===== src/rtl/acc_ctrl.sv =====
// Accumulator controller closing the loop around an external combinational ALU.
// Latency: accept at edge N, result valid after edge N+1; one instruction per 3 cycles at best.
// Backpressure: result held stable until out_ready; no new instruction accepted until then.
module acc_ctrl #(
  parameter int                 DATA_W   = 4,
  parameter int                 CNT_W    = 8,
  parameter logic [DATA_W-1:0]  ACC_INIT = '0
) (
  input  logic              clk,
  input  logic              rst_n,
  input  logic              in_valid,
  output logic              in_ready,
  input  logic [3:0]        in_op,
  input  logic [DATA_W-1:0] in_operand,
  output logic [DATA_W-1:0] alu_a,
  output logic [DATA_W-1:0] alu_b,
  output logic [3:0]        alu_sel,
  input  logic [DATA_W-1:0] alu_y,
  output logic              out_valid,
  input  logic              out_ready,
  output logic [DATA_W-1:0] out_acc,
  output logic              out_err,
  output logic [CNT_W-1:0]  op_count
);

  localparam logic [1:0] S_IDLE = 2'd0;
  localparam logic [1:0] S_EXEC = 2'd1;
  localparam logic [1:0] S_RESP = 2'd2;

  localparam logic [2:0] SEL_DIV   = 3'b011;
  localparam logic [2:0] CTL_LOAD  = 3'b000;
  localparam logic [2:0] CTL_CLEAR = 3'b001;
  localparam logic [2:0] CTL_READ  = 3'b010;

  logic [1:0]        state;
  logic [3:0]        op_q;
  logic [DATA_W-1:0] operand_q;
  logic [DATA_W-1:0] acc;
  logic              err;
  logic [DATA_W-1:0] acc_nxt;
  logic              err_nxt;

  // The ALU always sees the accumulator and the latched instruction; only EXEC captures its result.
  assign in_ready = (state == S_IDLE);
  assign alu_a    = acc;
  assign alu_b    = operand_q;
  assign alu_sel  = {1'b0, op_q[2:0]};
  assign out_acc  = acc;
  assign out_err  = err;

  // Decode the latched instruction into the accumulator update applied at the end of EXEC.
  always_comb begin
    acc_nxt = acc;
    err_nxt = 1'b0;
    if (!op_q[3]) begin
      if ((op_q[2:0] == SEL_DIV) && (operand_q == '0)) begin
        err_nxt = 1'b1;
      end else begin
        acc_nxt = alu_y;
      end
    end else begin
      case (op_q[2:0])
        CTL_LOAD:  acc_nxt = operand_q;
        CTL_CLEAR: acc_nxt = ACC_INIT;
        CTL_READ:  acc_nxt = acc;
        default:   err_nxt = 1'b1;
      endcase
    end
  end

  // Three-state sequencer: accept, execute for one cycle, then hold the result until taken.
  always_ff @(posedge clk or negedge rst_n) begin
    if (!rst_n) begin
      state     <= S_IDLE;
      op_q      <= '0;
      operand_q <= '0;
      acc       <= ACC_INIT;
      err       <= 1'b0;
      out_valid <= 1'b0;
      op_count  <= '0;
    end else begin
      case (state)
        S_IDLE: begin
          if (in_valid) begin
            op_q      <= in_op;
            operand_q <= in_operand;
            state     <= S_EXEC;
          end
        end
        S_EXEC: begin
          acc       <= acc_nxt;
          err       <= err_nxt;
          out_valid <= 1'b1;
          state     <= S_RESP;
        end
        S_RESP: begin
          if (out_ready) begin
            out_valid <= 1'b0;
            // Errored instructions still complete a handshake and are counted.
            if (op_count != {CNT_W{1'b1}}) begin
              op_count <= op_count + 1'b1;
            end
            state <= S_IDLE;
          end
        end
        default: begin
          out_valid <= 1'b0;
          state     <= S_IDLE;
        end
      endcase
    end
  end

endmodule


===== config.mk =====
export PLATFORM = sky130hd
export DESIGN_NAME = acc_ctrl
export DESIGN_NICKNAME = d
export VERILOG_FILES = /design/src/rtl/acc_ctrl.sv
export SDC_FILE = /design/constraint.sdc
export NUM_CORES = 1
export LEC_CHECK = 0
export ABC_AREA = 1
export CORE_UTILIZATION = 45
export DETAILED_ROUTE_END_ITERATION = 7
export GPL_TIMING_DRIVEN = 0
export PLACE_DENSITY = 0.8
export SYNTH_ARGS = -nofsm -noshare
export SYNTH_HDL_FRONTEND = slang
export SYNTH_SLANG_ARGS = --single-unit

===== constraint.sdc =====
create_clock -name clk -period 1.5 [get_ports clk]
set_input_delay 0.15 -clock clk [delete_from_list [all_inputs] [get_ports clk]]
set_output_delay 0.15 -clock clk [all_outputs]
set_load 0.1 [all_outputs]

Word-level counts from Yosys, hierarchy flattened
Cells that the tools add are included.
Widths: inputs -> output; s select.
{"block": "word_totals", "out_inout_bits": 27, "in_bits": 16, "n_memories": 0, "rom_bits": 0, "ff_bits": 24, "latch_bits": 0, "ramBits": 0}
{"block": "classes", "addsub": 1, "reduce_logical": 10, "multipliers": 0, "div": 0, "eq_ne": 10, "n_bitwise": 1, "n_mux": 11, "magnitude_cmp": 0, "n_shift": 0}
{"cell": "$add 8x1->8 const B", "n": 1}
{"cell": "$mux 4", "n": 2}
{"cell": "$ne 8x8->1 const B", "n": 1}
{"cell": "$pmux 4 s2", "n": 1}
{"cell": "$eq 3x2->1 const B", "n": 2}
{"cell": "$ne 2x2->1 const B", "n": 3}
{"cell": "$pmux 2 s3", "n": 1}
{"cell": "$reduce_and 2->1", "n": 3}
{"cell": "$reduce_and 3->1", "n": 2}
{"cell": "$logic_not 4->1", "n": 1}
{"cell": "$mux 1", "n": 4}
{"cell": "$mux 2", "n": 2}
{"cell": "$eq 3x1->1 const B", "n": 1}
{"cell": "$logic_not 3->1", "n": 1}
{"cell": "$ne 3x1->1 const B", "n": 1}
{"cell": "$pmux 1 s3", "n": 1}
{"cell": "$reduce_or 3->1", "n": 1}
{"cell": "$eq 2x1->1 const B", "n": 1}
{"cell": "$eq 2x2->1 const B", "n": 1}
{"cell": "$logic_not 2->1", "n": 1}
{"cell": "$logic_and 1x1->1", "n": 1}
{"cell": "$not 1->1", "n": 1}

Longest topological paths before layout
{"block": "logic_depth", "word_depth": 4, "mapped_depth": 8, "depth_no_buf": 8}

Least setup slack after synthesis
No wires, ideal clock.
{"block": "synth_timing", "kind": "register to register", "start": "register op_count[0]", "end": "register op_count[6]", "arrival_ns": 1.806, "period_less_slack_ns": 1.926, "setup_slack_ns": -0.426, "path_stages_with_launch": 7, "path_cell_list": "dfrtp_1 > ha_1 > nand3_1 > o21ai_0 > nand2_1 > nand2_1 > nand2_1"}
{"block": "synth_via", "elab_chain_len": 2}
{"item": "from (decl)", "line": "23", "source": "output logic [CNT_W-1:0] op_count"}
{"item": "from (signal assigned)", "line": "101", "source": "op_count <= op_count + 1'b1;"}
{"item": "branches (longest 2 deep; another with $add 8x1->8)"}
Parallel ways; which one is timed is not known.
A chain may end at the register's enable or synchronous reset.

Final worst setup path
{"block": "layout_timing", "start": "register op_count[4]", "end": "output op_count[4]"}
No word-level cell between the ends.

==> results_dict.tcl <==
set metrics [dict create \
    fmax_ghz 0.685 \
    crit_path_max_fanout 5 \
    path_clk_slew_ns 0.14 \
    async_reset_ff_share_pct 100 \
    cts_sinks 24 \
    drive_gt1_share_pct 32.6 \
    drt_first_pass_iters 4 \
    area_delta_synth_final_pct 37.9 \
    syn-instance-count 177 \
    die_area_um2 3190 \
    synth_top_cell_by_area "dfrtp_1" \
    synth_top_area_share_pct 44.9 \
    tightest_slew_ns 1.07 \
    cts_buffers 3 \
    worstPathRequired_ns 1.35 \
    ant_nets 0 \
    routed_via_density 4.73 \
    synth_fp_nets 194 \
    status "completed" \
    crit_chain "clkdlybuf4s15_2" \
    htreeDepth 1 \
    slowest_stage "clkdlybuf4s15_2" \
    grt_overflow_total 0 \
    cpLargestDelayFamily "buffers and inverters" \
    globalplace.congestion 0.768 \
    dpl_worst_slack_ns -0.328 \
    grt_pass1_wl_mm 4.82 \
    setup_violations 0 \
    cts_tree "yes" \
    crit_path_max_incr_delay_ns 0.57 \
    fin_crit_ns 1.46 \
    clock_skew_ns 0.00201 \
    hpwl_mm 2.05 \
    synth_cell_types 23 \
    synth-edff-count 0 \
    design_area_um2 1840 \
    min_from "in_operand[0]" \
    avgRoutedWirePerCell_um 10.9 \
    end_kind "primary output" \
    cp-startpoint "op_count[4]" \
    crit_type "register to primary output" \
    yosys-top-cells-area "dfrtp_1 45%, nand2_1 24%, buf_4 4.5%" \
    stdcell_count 255 \
    fin_util_pct 66.3 \
    hold_buffers 0 \
    drc_errors 0 \
    dieHeight_um 56.5 \
    clockBufferDepth 2 \
    worst_slack_ns 0.0398 \
    critPathArrivalTime_ns 1.31 \
    nets 242 \
    seq_area_frac_synth_pct 44.9 \
    timing.final.crit_share_pct 97.3 \
    wl_mm 2.77 \
    yosys_warnings 0 \
    die_w_um 56.5 \
    grt_util_all_layers_pct 18.9 \
    num_rows 19 \
    cts.root.buffer_cell "clkbuf_4" \
    path_buf_inv 1 \
    timing.slew.headroom_pct 28.7 \
    grt_pass1_vias 1122 \
    coreArea_um2 2780 \
    hold_viol 0 \
    start_util_pct 48.1 \
    grt_max_degree 25 \
    ys_seq_elements 24 \
    port_buffers 41 \
    fillers 249 \
    worstReg2RegStart "op_count[0]" \
    synth_most_common_cell "nand2_1" \
    hold_path.class "input pin to register" \
    antenna_cells 0 \
    synthFlopType "dfrtp_1" \
    grt_setup_unrepaired "no" \
    syn_avg_cell_area_um2 7.56 \
    clk_latency_ns 0.31 \
    drv_slew 0 \
    place_area_um2 1810 \
    cap_violations 0 \
    vias 1206 \
    drt_iter0_drc 20 \
    synth_common_cells "85 x nand2_1, 24 x dfrtp_1, 10 x inv_1" \
    antenna_found_initial 0 \
    synthesis.area_um2 1340 \
    io_pins 43 \
    place_inst 249 \
    startpoint_type "register" \
]
==> layer usage <==
layer | GRT usage [%] | part of all wire, % | vias up
met4 | 5.23 | 1.3 | 0
met3 | 2.76 | 4.9 | 2
met1 | 26.0 | 48 | 543
met5 | 0 | 0 | -
met2 | 31.1 | 45 | 32
li1 | - | - | 629
==> layout make-up <==
cell class / instances / area, µm² / area share [%]
clock buffer: 4 / 36.3 / 1.97
inverter: 16 / 60.1 / 3.26
sequential: 24 / 621 / 33.6
tap: 31 / 38.8 / 2.10
buffer: 10 / 82.6 / 4.48
timing repair buffer: 43 / 394 / 21.4
multi-input combinational: 127 / 612 / 33.2
==> cells by family after synthesis <==
group	share of synthesized area [%]
simple gates	37.0
xor+xnor	1.96
other cells	0.280
flops	44.9
fa+ha+maj	0.935
buf+inv	10.7
compound gates	4.21
==> worst paths after layout <==
path	end	slack, ns	cells past startpoint
worst min register to register	out_valid	0.50	2
worst max-delay path	op_count[4]	0.04	1
worst max register to register	op_count[1]	0.11	8
worst min-delay path	alu_b[0]	0.36	3
min in group asynchronous	op_count[1]	0.40	1
max in group asynchronous	op_count[0]	0.34	1
==> sequential cells by signal, summed over array words and instances (netlist names) <==
| name | cells |
|---|---|
| out_err | 1 |
| op_count | 8 |
| alu_b | 4 |
| alu_a | 4 |
| op_q | 4 |
| out_valid | 1 |
| state | 2 |
==> what timing repair did <==
item,4_1_cts,5_1_grt
pin swaps,0,1
endpoints found under the setup margin,26,14
gates resized for setup,94,12
setup buffers,0,2
==> layout by cell type (no fill, tap or decap), drive strengths merged <==
master	n
inv	15
clkbuf	6
dfrtp	24
nand3	8
clkdlybuf4s15	13
buf	21
a21oi	2
conb	1
nand3b	2
nand4	2
xnor2	3
clkdlybuf4s50	15
clkdlybuf4s18	2
o21ai	7
clkinv	1
ha	1
nor2	11
nand2	90
==> metrics by stage <==
step	TNS, ns	hold slack [ns]
floorplan	-0.0209	-0.146
global placement	-5.35	0.460
detailed placement	-6.99	0.470
CTS	0	0.347
global route	0	0.344
finish	0	0.355
Power is left out: the tool's default activity adds up to more than one toggle a clock period on the data nets, which glitch-free logic cannot reach.
